$ cat config.mk
export PLATFORM = sky130hd
export DESIGN_NAME = spi_echo_slave_flat
export DESIGN_NICKNAME = d
export VERILOG_FILES = /design/src/rtl/spi_echo_slave_if.sv /design/src/rtl/spi_echo_slave.sv /design/src/flat_wrapper.sv
export SDC_FILE = /design/constraint.sdc
export NUM_CORES = 1
export LEC_CHECK = 0
export ABC_CLOCK_PERIOD_IN_PS = 2400
export CELL_PAD_IN_SITES_DETAIL_PLACEMENT = 0
export CELL_PAD_IN_SITES_GLOBAL_PLACEMENT = 1
export CORE_MARGIN = 10
export CORE_UTILIZATION = 34
export CTS_BUF_LIST = sky130_fd_sc_hd__clkbuf_8
export CTS_CLUSTER_SIZE = 10
export DETAILED_ROUTE_END_ITERATION = 12
export PLACE_DENSITY = 0.77
export SYNTH_ARGS = -nofsm -noshare
export SYNTH_HDL_FRONTEND = slang
export SYNTH_SLANG_ARGS = --single-unit
export TNS_END_PERCENT = 10
$ cat constraint.sdc
create_clock -name clk -period 2.4 [get_ports clk]
set_input_delay 0.48 -clock clk [delete_from_list [all_inputs] [get_ports clk]]
set_output_delay 0.48 -clock clk [all_outputs]
set_load 0.03 [all_outputs]
$ cat src/rtl/spi_echo_slave_if.sv
// SPI pin bundle plus the receive/report side-band of the echo slave.
interface spi_echo_slave_if #(
    parameter int unsigned DATA_WIDTH  = 8,
    parameter int unsigned COUNT_WIDTH = 16
);
    logic                   sclk;
    logic                   ss;
    logic                   mosi;
    logic                   miso;
    logic [DATA_WIDTH-1:0]  txData;
    logic                   txLoad;
    logic [DATA_WIDTH-1:0]  rxData;
    logic                   rxValid;
    logic [COUNT_WIDTH-1:0] frameCount;
    logic                   frameAbort;

    modport slave (
        input  sclk, ss, mosi, txData, txLoad,
        output miso, rxData, rxValid, frameCount, frameAbort
    );

    modport master (
        output sclk, ss, mosi, txData, txLoad,
        input  miso, rxData, rxValid, frameCount, frameAbort
    );
endinterface

$ cat src/rtl/spi_echo_slave.sv
// Oversampling SPI slave that echoes the previous frame (or a loaded word)
// and reports received frames, a frame counter and aborted frames.
module spi_echo_slave #(
    parameter int unsigned DATA_WIDTH  = 8,
    parameter int unsigned CPOL        = 0,
    parameter int unsigned CPHA        = 0,
    parameter int unsigned SYNC_STAGES = 2,
    parameter int unsigned ECHO_MODE   = 0,
    parameter int unsigned COUNT_WIDTH = 16
) (
    input  logic          clk,
    input  logic          reset,
    spi_echo_slave_if.slave bus
);
    localparam int unsigned      CNT_W     = $clog2(DATA_WIDTH);
    localparam logic             CPOL_B    = 1'(CPOL);
    localparam logic [CNT_W-1:0] LAST_BIT  = CNT_W'(DATA_WIDTH - 1);
    localparam logic [0:0]       ST_IDLE   = 1'b0;
    localparam logic [0:0]       ST_ACTIVE = 1'b1;

    logic [SYNC_STAGES-1:0] sclk_sync_q, ss_sync_q, mosi_sync_q;
    logic                   sclk_prev_q, ss_prev_q;
    logic                   sclk_s, ss_s, mosi_s;
    logic                   lead_c, trail_c, sample_c, shift_c, ss_fall_c, ss_rise_c;

    logic [0:0]             state_q, state_d;
    logic [CNT_W-1:0]       bit_cnt_q, bit_cnt_d;
    logic [DATA_WIDTH-1:0]  rx_shift_q, rx_shift_d;
    logic [DATA_WIDTH-1:0]  tx_shift_q, tx_shift_d;
    logic [DATA_WIDTH-1:0]  reply_q, reply_d;
    logic [DATA_WIDTH-1:0]  rx_data_q, rx_data_d;
    logic                   rx_valid_q, rx_valid_d;
    logic [COUNT_WIDTH-1:0] frame_cnt_q, frame_cnt_d;
    logic                   frame_abort_q, frame_abort_d;
    logic                   miso_q, miso_d;
    logic                   complete_c;
    logic [DATA_WIDTH-1:0]  frame_c;

    // Input synchronisers plus one extra copy for edge detection
    always_ff @(posedge clk or negedge reset) begin
        if (!reset) begin
            sclk_sync_q <= {SYNC_STAGES{CPOL_B}};
            ss_sync_q   <= '1;
            mosi_sync_q <= '0;
            sclk_prev_q <= CPOL_B;
            ss_prev_q   <= 1'b1;
        end else begin
            sclk_sync_q <= {sclk_sync_q[SYNC_STAGES-2:0], bus.sclk};
            ss_sync_q   <= {ss_sync_q[SYNC_STAGES-2:0], bus.ss};
            mosi_sync_q <= {mosi_sync_q[SYNC_STAGES-2:0], bus.mosi};
            sclk_prev_q <= sclk_s;
            ss_prev_q   <= ss_s;
        end
    end

    assign sclk_s    = sclk_sync_q[SYNC_STAGES-1];
    assign ss_s      = ss_sync_q[SYNC_STAGES-1];
    assign mosi_s    = mosi_sync_q[SYNC_STAGES-1];
    assign lead_c    = (sclk_prev_q == CPOL_B) && (sclk_s != CPOL_B);
    assign trail_c   = (sclk_prev_q != CPOL_B) && (sclk_s == CPOL_B);
    assign sample_c  = (CPHA != 0) ? trail_c : lead_c;
    assign shift_c   = (CPHA != 0) ? lead_c : trail_c;
    assign ss_fall_c = ss_prev_q && !ss_s;
    assign ss_rise_c = !ss_prev_q && ss_s;
    assign frame_c   = {rx_shift_q[DATA_WIDTH-2:0], mosi_s};

    always_comb begin
        state_d       = state_q;
        bit_cnt_d     = bit_cnt_q;
        rx_shift_d    = rx_shift_q;
        tx_shift_d    = tx_shift_q;
        reply_d       = reply_q;
        rx_data_d     = rx_data_q;
        rx_valid_d    = 1'b0;
        frame_cnt_d   = frame_cnt_q;
        frame_abort_d = 1'b0;
        complete_c    = 1'b0;

        // A load strobe coinciding with a shifter load is bypassed via reply_d
        if ((ECHO_MODE != 0) && bus.txLoad) begin
            reply_d = bus.txData;
        end

        case (state_q)
            ST_IDLE: begin
                if (ss_fall_c) begin
                    state_d    = ST_ACTIVE;
                    bit_cnt_d  = '0;
                    rx_shift_d = '0;
                    tx_shift_d = reply_d;
                end
            end
            default: begin
                if (sample_c) begin
                    if (bit_cnt_q == LAST_BIT) begin
                        complete_c  = 1'b1;
                        rx_data_d   = frame_c;
                        rx_valid_d  = 1'b1;
                        frame_cnt_d = frame_cnt_q + COUNT_WIDTH'(1);
                        if (ECHO_MODE == 0) begin
                            reply_d = frame_c;
                        end
                        bit_cnt_d  = '0;
                        tx_shift_d = reply_d;
                    end else begin
                        rx_shift_d = frame_c;
                        bit_cnt_d  = bit_cnt_q + CNT_W'(1);
                    end
                end else if (shift_c && (bit_cnt_q != '0)) begin
                    tx_shift_d = {tx_shift_q[DATA_WIDTH-2:0], 1'b0};
                end

                // A completion in the same cycle as ss rising is not an abort
                if (ss_rise_c) begin
                    state_d   = ST_IDLE;
                    bit_cnt_d = '0;
                    if (!complete_c && (bit_cnt_q != '0)) begin
                        frame_abort_d = 1'b1;
                    end
                end
            end
        endcase

        miso_d = (state_d == ST_ACTIVE) ? tx_shift_d[DATA_WIDTH-1] : 1'b0;
    end

    always_ff @(posedge clk or negedge reset) begin
        if (!reset) begin
            state_q       <= ST_IDLE;
            bit_cnt_q     <= '0;
            rx_shift_q    <= '0;
            tx_shift_q    <= '0;
            reply_q       <= '0;
            rx_data_q     <= '0;
            rx_valid_q    <= 1'b0;
            frame_cnt_q   <= '0;
            frame_abort_q <= 1'b0;
            miso_q        <= 1'b0;
        end else begin
            state_q       <= state_d;
            bit_cnt_q     <= bit_cnt_d;
            rx_shift_q    <= rx_shift_d;
            tx_shift_q    <= tx_shift_d;
            reply_q       <= reply_d;
            rx_data_q     <= rx_data_d;
            rx_valid_q    <= rx_valid_d;
            frame_cnt_q   <= frame_cnt_d;
            frame_abort_q <= frame_abort_d;
            miso_q        <= miso_d;
        end
    end

    assign bus.miso       = miso_q;
    assign bus.rxData     = rx_data_q;
    assign bus.rxValid    = rx_valid_q;
    assign bus.frameCount = frame_cnt_q;
    assign bus.frameAbort = frame_abort_q;
endmodule

$ cat src/flat_wrapper.sv
// flat-port wrapper written by rule: the top's interface ports become plain ports
module spi_echo_slave_flat 
#(
    parameter int unsigned DATA_WIDTH  = 8,
    parameter int unsigned CPOL        = 0,
    parameter int unsigned CPHA        = 0,
    parameter int unsigned SYNC_STAGES = 2,
    parameter int unsigned ECHO_MODE   = 0,
    parameter int unsigned COUNT_WIDTH = 16
)
  (clk, reset, bus_sclk, bus_ss, bus_mosi, bus_txData, bus_txLoad, bus_miso, bus_rxData, bus_rxValid, bus_frameCount, bus_frameAbort);
  spi_echo_slave_if #(.DATA_WIDTH(DATA_WIDTH), .COUNT_WIDTH(COUNT_WIDTH)) bus_i ();
  input  logic clk;
  input  logic reset;
  input wire logic [$bits(bus_i.sclk)-1:0] bus_sclk;
  input wire logic [$bits(bus_i.ss)-1:0] bus_ss;
  input wire logic [$bits(bus_i.mosi)-1:0] bus_mosi;
  input wire logic [$bits(bus_i.txData)-1:0] bus_txData;
  input wire logic [$bits(bus_i.txLoad)-1:0] bus_txLoad;
  output wire logic [$bits(bus_i.miso)-1:0] bus_miso;
  output wire logic [$bits(bus_i.rxData)-1:0] bus_rxData;
  output wire logic [$bits(bus_i.rxValid)-1:0] bus_rxValid;
  output wire logic [$bits(bus_i.frameCount)-1:0] bus_frameCount;
  output wire logic [$bits(bus_i.frameAbort)-1:0] bus_frameAbort;
  assign bus_i.sclk = bus_sclk;
  assign bus_i.ss = bus_ss;
  assign bus_i.mosi = bus_mosi;
  assign bus_i.txData = bus_txData;
  assign bus_i.txLoad = bus_txLoad;
  assign bus_miso = bus_i.miso;
  assign bus_rxData = bus_i.rxData;
  assign bus_rxValid = bus_i.rxValid;
  assign bus_frameCount = bus_i.frameCount;
  assign bus_frameAbort = bus_i.frameAbort;
  spi_echo_slave #(.DATA_WIDTH(DATA_WIDTH), .CPOL(CPOL), .CPHA(CPHA), .SYNC_STAGES(SYNC_STAGES), .ECHO_MODE(ECHO_MODE), .COUNT_WIDTH(COUNT_WIDTH)) u_core (.clk(clk), .reset(reset), .bus(bus_i));
endmodule
* Yosys cells after proc, flatten, opt, wreduce, memory -nomap -nowiden
Index checks and enable logic that the tools add are counted.
** Storage, ports and cells
- Register bits :: 54
- Bits of input ports :: 14
- Output and inout bits :: 27
** Operators by class
- $add $sub $neg :: 2
- Eq/ne operators :: 6
- Multiplexer cells :: 25
- Bitwise gates (word level) :: 2
- Reductions and logical operators :: 15
** Operators with widths (number)
- $mux W8 :: 5
- $mux W7 :: 4
- $add A16 B1 Y16 const B :: 1
- $mux W3 :: 5
- $mux W1 :: 11
- $reduce_and A3 Y1 :: 3
- $logic_and A1 B1 Y1 :: 6
- $add A3 B1 Y3 const B :: 1
- $eq A3 B3 Y1 const B :: 1
- $logic_not A1 Y1 :: 3
- $ne A3 B1 Y1 const B :: 1
- $ne A3 B2 Y1 const B :: 1
- $ne A3 B3 Y1 const B :: 1
- $reduce_bool A3 Y1 :: 1
- $ne A2 B1 Y1 const B :: 1
- $ne A2 B2 Y1 const B :: 1
- $not A1 Y1 :: 2
- $reduce_and A2 Y1 :: 1
- $reduce_bool A2 Y1 :: 1

* Logic depth before layout (Yosys ltp)
Gate-level depths: netlist of the first run.
- Word-level depth :: 9
- Depth in mapped cells :: 7
- Gate-level depth less buffers :: 6

* Worst setup path after synthesis of the first run
OpenSTA, ideal clock, no wires.
- Path kind :: reg2reg
- From :: register u_core.bit_cnt_q[0]
- To :: register u_core.frame_cnt_q[1] (netlist: u_core.bus.frameCount[1])
- Setup time :: 0.125 ns
- Arrival :: 1.611 ns
- Required time :: 2.275 ns
- Setup slack :: 0.664 ns
- Stages on the path, launching flop included :: 7
- Path buffers :: 2
- Period minus slack after synthesis :: 1.736 ns
- Cell sequence :: dfrtp_1 > ha_1 > ha_1 > and4b_1 > buf_4 > buf_6 > mux2_4
** On the way
- Word-level cells in the longest chain between the ends :: 2
** RTL lines
- start, declared :: RTL line spi_echo_slave.sv:27 : logic [CNT_W-1:0] bit_cnt_q, bit_cnt_d;
- start signal, assigned :: RTL line spi_echo_slave.sv:141 : bit_cnt_q <= bit_cnt_d;
- $eq A3 B3 Y1 :: RTL line spi_echo_slave.sv:95 : if (bit_cnt_q == LAST_BIT) begin
- $reduce_and A3 Y1 (no source line)
- end signal, assigned :: RTL line spi_echo_slave.sv:147 : frame_cnt_q <= frame_cnt_d;
- end, declared :: RTL line spi_echo_slave.sv:33 : logic [COUNT_WIDTH-1:0] frame_cnt_q, frame_cnt_d;
No other way between the ends.
A chain may end at the register's enable or synchronous reset.

* Worst setup path after layout of the first run
- From :: register u_core.bit_cnt_q[0]
- To :: register u_core.rx_shift_q[6]
** On the way
- Word-level cells in the longest chain between the ends :: 3
** RTL lines
- $eq A3 B3 Y1 :: RTL line spi_echo_slave.sv:95
- $ne A2 B2 Y1 (no source line)
- $reduce_and A3 Y1 (no source line)
- end signal, assigned :: RTL line spi_echo_slave.sv:142 : rx_shift_q <= rx_shift_d;
- end, declared :: RTL line spi_echo_slave.sv:28 : logic [DATA_WIDTH-1:0] rx_shift_q, rx_shift_d;
No other way between the ends.

==> results of run 1 <==
==> registers in the layout, summed over array words and instances (netlist names) <==
signal / count
u_core.bus.rxValid: 1
u_core.sclk_prev_q: 1
u_core.rx_shift_q: 7
u_core.tx_shift_q: 8
u_core.bus.frameAbort: 1
u_core.sclk_sync_q: 2
u_core.bus.frameCount: 16
u_core.bit_cnt_q: 3
u_core.reply_q: 8
u_core.mosi_sync_q: 2
u_core.state_q: 1
u_core.ss_prev_q: 1
u_core.bus.miso: 1
u_core.ss_sync_q: 2
==> metal layers <==
| metal | vias up | wire length [µm] | track usage |
|---|---|---|---|
| li1 | 797 | - | - |
| met1 | 810 | 2295 | 0.1186 |
| met2 | 32 | 2189 | 0.1492 |
| met3 | 2 | 260 | 0.02882 |
| met4 | 0 | 15 | 0.02246 |
| met5 | - | 0 | 0 |
==> worst max-delay path by stage <==
stage	endpoint	start	slack [ns]
2_1_floorplan	u_core.bus.frameCount[1]	u_core.bit_cnt_q[0]	0.66
3_3_place_gp	u_core.rx_shift_q[2]	u_core.bit_cnt_q[0]	0.34
3_5_place_dp	u_core.rx_shift_q[6]	u_core.bit_cnt_q[0]	0.30
4_1_cts	u_core.rx_shift_q[6]	u_core.bit_cnt_q[0]	0.28
5_1_grt	u_core.rx_shift_q[6]	u_core.bit_cnt_q[0]	0.13
6_report	u_core.rx_shift_q[6]	u_core.bit_cnt_q[0]	0.36
==> cells in the mapped netlist (all sizes together) <==
library cell  count
dfrtp            51
nand2            24
o21ai            18
xnor2            13
mux2             10
nand3             8
nand4             7
a22oi             6
a2bb2oi           6
and3              6
buf               6
nor2              6
ha                5
inv               5
nand2b            5
a21oi             4
a31oi             4
dfstp             3
a211oi            2
and4              2
and4b             2
clkbuf            2
nor2b             2
or2               2
xor2              2
a221oi            1
and2b             1
mux2i             1
nor3b             1
==> worst max-delay path: stages (launching register included) <==
cell,delay [ns]
dfrtp_1,0.40
ha_1,0.19
ha_1,0.22
inv_1,0.05
a31oi_1,0.80
o21ai_0,0.22
==> layout make-up <==
cell class	count	area, µm²	share of cell area
Inverter	5	18.77	0.006545
Clock buffer	5	68.82	0.02400
Tap cell	80	100.1	0.03490
Timing Repair Buffer	38	357.8	0.1248
Clock inverter	3	41.29	0.01440
Sequential cell	54	1355	0.4725
Multi-Input combinational cell	138	925.9	0.3229
==> through the flow <==
stage / hold WS [ns] / power (mW)
3_5_place_dp: 0.3451 / 1.216
5_1_grt: 0.3247 / 1.877
2_1_floorplan: 0.1844 / 1.140
4_1_cts: 0.2922 / 1.815
3_3_place_gp: 0.3339 / 1.211
6_report: 0.2721 / 1.781
==> power by group through the flow <==
stage / Clock (mW) / Combinational, mW / Sequential (mW)
finish: 0.587 / 0.177 / 1.02
global route: 0.648 / 0.202 / 1.03
CTS: 0.616 / 0.181 / 1.02
detailed placement: 0 / 0.181 / 1.03
global placement: 0 / 0.178 / 1.03
floorplan: 0 / 0.113 / 1.03
==> kinds of logic (layout without fill, tap and decap cells) <==
| kind of cell | after synthesis | after routing |
|---|---|---|
| AO/OA/AOI/OAI | 41 | 41 |
| XOR/XNOR | 15 | 15 |
| adder cells (fa/ha/maj) | 5 | 5 |
| buffers and inverters | 13 | 51 |
| flip-flops | 54 | 54 |
| multiplexers | 11 | 11 |
| AND/OR/NAND/NOR | 66 | 66 |
==> results.py, run 1 <==
metrics = {
    "floorplanning": {
        "die_w_um": 103.0,
        "die_h_um": 103.0,
        "die_area_um2": 10620,
        "ios": 41,
        "rows": 30,
        "start_util": 0.3470,
        "coreArea_um2": 6756,
    },
    "sta": {
        "finalHoldViolations": 0,
        "min_period_over_period": 0.8510,
        "max_freq_mhz": 489.6,
        "setup_viol": 0,
        "grt_setup_unrepaired": "no",
        "finClkSkew_ns": 0.004108,
        "layout_setup_ws_ns": 0.3576,
        "fin_tns_setup_ns": 0,
        "maxSlewHeadroom": 0.2348,
        "tightest_slew_ns": 1.143,
        "slew_viol_final": 0,
        "period_needed_ns": 2.042,
    },
    "placement": {
        "dp_cells": 315,
        "post-place-ws_ns": 0.3018,
        "dp_hpwl_um": 3473,
        "post_dp_cell_area_um2": 2758,
        "place_congestion": 0.7363,
        "port_buffers": 31,
    },
    "logic_synthesis": {
        "synthMuxAreaShare": 0.05390,
        "synth-simple-area-share": 0.1462,
        "yosys-top-cells-area": "dfrtp_1 54%, xnor2_1 4.9%, mux2_2 3.8%",
        "synth.largest_area_cell": "dfrtp_1",
        "ys_ff_latch": 54,
        "synth_compound_area_frac": 0.1121,
        "syn_area_um2": 2345,
        "yosys.area_share.xor_xnor": 0.05603,
        "ys_warn_count": 0,
        "synth_fa_ha_area_frac": 0.02668,
        "synth_top_family_by_area": "simple AND/OR/NAND/NOR gates",
        "synth_top_area_share": 0.5443,
        "netlist_instances": 205,
        "synth-seq-area-share": 0.5779,
        "syn_area_per_cell_um2": 11.44,
        "synth_nets": 224,
        "yosysUniqueCellTypes": 37,
    },
    "global_route": {
        "grt-ovfl-total": 0,
        "grtUsageTotal": 0.09281,
        "grt_antenna_before_repair": 0,
        "grt_pass1_vias": 1602,
        "grt_pass1_wl_um": 7948,
        "grt_max_degree": 39,
    },
    "worst_setup_path": {
        "crit_type": "reg -> reg",
        "r2r_cells": 5,
        "regToRegStartpoint": "u_core.bit_cnt_q[0]",
        "endpoint_kind": "flip-flop",
        "cp-start-kind": "flip-flop",
        "reg2reg_to": "u_core.rx_shift_q[6]",
        "worst_ep_required_time_ns": 2.53,
        "path_max_fanout": 14,
        "reg2reg_slack_ns": 0.36,
        "cp.arrival_ns": 2.17,
    },
    "worst_hold_path": {
        "hold_path_class": "in -> async",
    },
    "layout": {
        "syn2layout_area_growth_pct": 22.31,
        "post-route-util": 0.4244,
        "fillCellCount": 668,
        "nets": 261,
        "drive_gt1_frac": 0.1193,
        "final_common_cell": "dfrtp_1",
        "final_area_um2": 2868,
        "final_cell_mix": "51 x dfrtp_1, 30 x clkdlybuf4s50_1, 24 x nand2_1, 13 x o21ai_0, 13 x xnor2_1",
        "num_antenna_cells": 0,
        "finalNonFillerCells": 323,
    },
    "routing": {
        "viasPerCell": 5.080,
        "vias": 1641,
        "wl_per_cell_um": 14.74,
        "finalWirelength_um": 4761,
        "drtPass1Iterations": 4,
        "drc_errors": 0,
        "drtIter0Drc": 64,
        "postRouteAntennaNets": 0,
    },
    "clock_network": {
        "post-cts-setup-buffers": 0,
        "root_buffer": "clkbuf_8",
        "clock_path_buffers": 2,
        "clock_latency_ns": 0.30,
        "cts_resized": 0,
        "cts_sinks": 54,
        "cts_made_buffers": 5,
        "cts_tree": "built",
        "clkSlewWorstSetupHoldPaths_ns": 0.09,
        "cts_hold_buf": 0,
        "cts-htree-levels": 2,
    },
    "power_and_ir_drop": {
        "comb_power_share": 0.099,
        "vdd_drop_max_v": 0.0003433,
        "p_per_area_nw_per_um2": 621.1,
        "p_int_mw": 1.357,
        "pwr-share-clk": 0.330,
        "power_leakage_nw": 1.278,
        "switching_share": 0.2382,
        "p_sw_mw": 0.4242,
        "seqPwrFrac": 0.571,
    },
    "status": {
        "outcome": "finished clean",
    },
    "flow_run": {
        "drv_cap": 0,
    },
}
Note: power is estimated with default switching activity, not from simulation.
==> run 2: changes to the inputs <==
- CTS_CLUSTER_DIAMETER: not set -> 50
==> results of run 2 <==
Same layout as run 1: the final DEF is identical, and so are final timing and power.
==> run 3: changes to the inputs <==
--- a/config.mk
+++ b/config.mk
@@ -7,3 +7,4 @@
 export LEC_CHECK = 0
-export ABC_CLOCK_PERIOD_IN_PS = 2400
+export ABC_CLOCK_PERIOD_IN_PS = 2000
+export CAP_MARGIN = 15
 export CELL_PAD_IN_SITES_DETAIL_PLACEMENT = 0
==> constraint.sdc (replaced) <==
create_clock -name clk -period 2 [get_ports clk]
set_input_delay 0.3 -clock clk [delete_from_list [all_inputs] [get_ports clk]]
set_output_delay 0.3 -clock clk [all_outputs]
set_load 0.03 [all_outputs]
==> run 3 against run 2 <==
Compared with the run above: critical path depth increased by 1; total power increased by 23%; via count increased by 1.1%; worst setup slack got worse by 0.26 ns; first-iteration DRC count increased by 13%; largest cell class unchanged.
==> results.py, run 3 (synthesis results as in run 1) <==
metrics = {
    "status": {
        "outcome": "finished clean",
    },
    "routing": {
        "viasPerCell": 5.089,
        "drtIter0Drc": 72,
        "drc_errors": 0,
        "wl_per_cell_um": 15.16,
        "drtPass1Iterations": 4,
        "postRouteAntennaNets": 0,
        "finalWirelength_um": 4941,
        "vias": 1659,
    },
    "sta": {
        "layout_setup_ws_ns": 0.1019,
        "grt_setup_unrepaired": "no",
        "fin_tns_setup_ns": 0,
        "maxSlewHeadroom": 0.5466,
        "slew_viol_final": 0,
        "timing.hold.ws_ns": 0.01713,
        "max_freq_mhz": 526.9,
        "min_period_over_period": 0.9490,
        "setup_viol": 0,
        "tightest_slew_ns": 0.6801,
        "period_needed_ns": 1.898,
        "finClkSkew_ns": 0.005290,
        "finalHoldViolations": 0,
    },
    "worst_setup_path": {
        "crit_type": "reg -> reg",
        "worst_ep_required_time_ns": 2.20,
        "r2r_cells": 6,
        "cp.arrival_ns": 2.10,
        "cp-start-kind": "flip-flop",
        "reg2reg_to": "u_core.bus.frameCount[5]",
        "reg2reg_slack_ns": 0.10,
        "critPathLaunch": "u_core.bit_cnt_q[0]",
        "regToRegStartpoint": "u_core.bit_cnt_q[0]",
        "endpoint_kind": "flip-flop",
        "path_max_fanout": 5,
    },
    "power_and_ir_drop": {
        "total_power_mw": 2.183,
        "vdd_drop_max_v": 0.0004020,
        "power_leakage_nw": 1.289,
        "p_per_area_nw_per_um2": 751.5,
    },
    "clock_network": {
        "cts-htree-levels": 2,
        "cts_sinks": 54,
        "cts_made_buffers": 5,
        "post-cts-setup-buffers": 0,
        "clock_path_buffers": 2,
        "cts_hold_buf": 0,
        "cts_tree": "built",
        "clock_latency_ns": 0.31,
        "root_buffer": "clkbuf_8",
        "clkSlewWorstSetupHoldPaths_ns": 0.09,
    },
    "global_route": {
        "grt-ovfl-total": 0,
        "grt_pass1_vias": 1662,
        "grt_max_degree": 31,
        "grtUsageTotal": 0.09706,
        "grt_antenna_before_repair": 0,
        "grt_pass1_wl_um": 8086,
    },
    "placement": {
        "place_congestion": 0.7757,
        "dp_hpwl_um": 3511,
        "post_dp_cell_area_um2": 2780,
        "port_buffers": 31,
        "post-place-ws_ns": 0.002811,
    },
    "worst_hold_path": {
        "hold_path_class": "in -> async",
    },
    "floorplanning": {
        "die_h_um": 103.0,
        "rows": 30,
        "ios": 41,
        "die_w_um": 103.0,
        "die_area_um2": 10620,
        "coreArea_um2": 6756,
        "start_util": 0.3470,
    },
    "flow_run": {
        "drv_cap": 0,
    },
    "layout": {
        "final_area_um2": 2905,
        "num_antenna_cells": 0,
        "largest_register_ffs": 16,
        "final_cell_mix": "51 x dfrtp_1, 30 x clkdlybuf4s50_1, 24 x nand2_1, 13 x o21ai_0, 13 x xnor2_1",
        "syn2layout_area_growth_pct": 23.91,
        "final_common_cell": "dfrtp_1",
        "drive_gt1_frac": 0.1423,
        "nets": 264,
    },
}
run 3: cell types whose count changed in the layout (fill, tap and decap cells not counted):
cell,previous run,this run
and4b_1,2,1
inv_1,6,5
a31oi_2,1,2
and4b_2,0,1
buf_4,7,9
clkinvlp_4,1,2
a31oi_1,3,2
buf_6,0,1
run 3: repair_timing:
action / CTS / global route
gates resized for setup: 1 / 2
setup endpoints to repair: 1 / 1
gates cloned: 0 / 0
endpoints found under the hold margin: 0 / 0
run 3: worst max-delay path, cell delays in order (launching register included):
cell and delay [ns]:
dfrtp_1 0.42, ha_1 0.23, ha_1 0.23, and4b_2 0.29
and4_1 0.27, and3_1 0.21, xor2_1 0.14
run 3: metal layers:
metal  vias up  part of all wire  global-route usage
met1       825              0.47              0.1241
li1        798                 -                   -
met5         -                 0                   0
met4         0            0.0097             0.02674
met2        29              0.45              0.1502
met3         7             0.064             0.03619
run 3: worst max-delay path by stage:
stage	endpoint	slack [ns]	cells past startpoint
6_report	u_core.bus.frameCount[5]	0.10	6
5_1_grt	u_core.bus.frameCount[7]	0.02	7
4_1_cts	u_core.bus.frameCount[7]	0.10	7
3_5_place_dp	u_core.rx_shift_q[2]	0.003	5
3_3_place_gp	u_core.rx_shift_q[2]	0.1	5
2_1_floorplan	u_core.bus.frameCount[1]	0.26	6
run 3: layout make-up:
type | instances | area [µm²]
fill | 653 | 3851
timing repair buffer | 41 | 384.1
tap | 80 | 100.1
inverter | 5 | 18.77
clock inverter | 3 | 45.04
multi-input combinational | 138 | 933.4
clock buffer | 5 | 68.82
sequential | 54 | 1355
run 3: power by group:
part	total [mW]	internal (mW)	switching, mW
Clock	0.742	0.373	0.369
Sequential	1.22	1.16	0.0593
Combinational	0.221	0.101	0.119
run 3: metrics by stage:
step	cells	util
final	326	0.4300
after global routing	326	0.4300
after CTS	326	0.4293
after detailed placement	318	0.4115
after global placement	318	0.4115
after floorplan	205	-
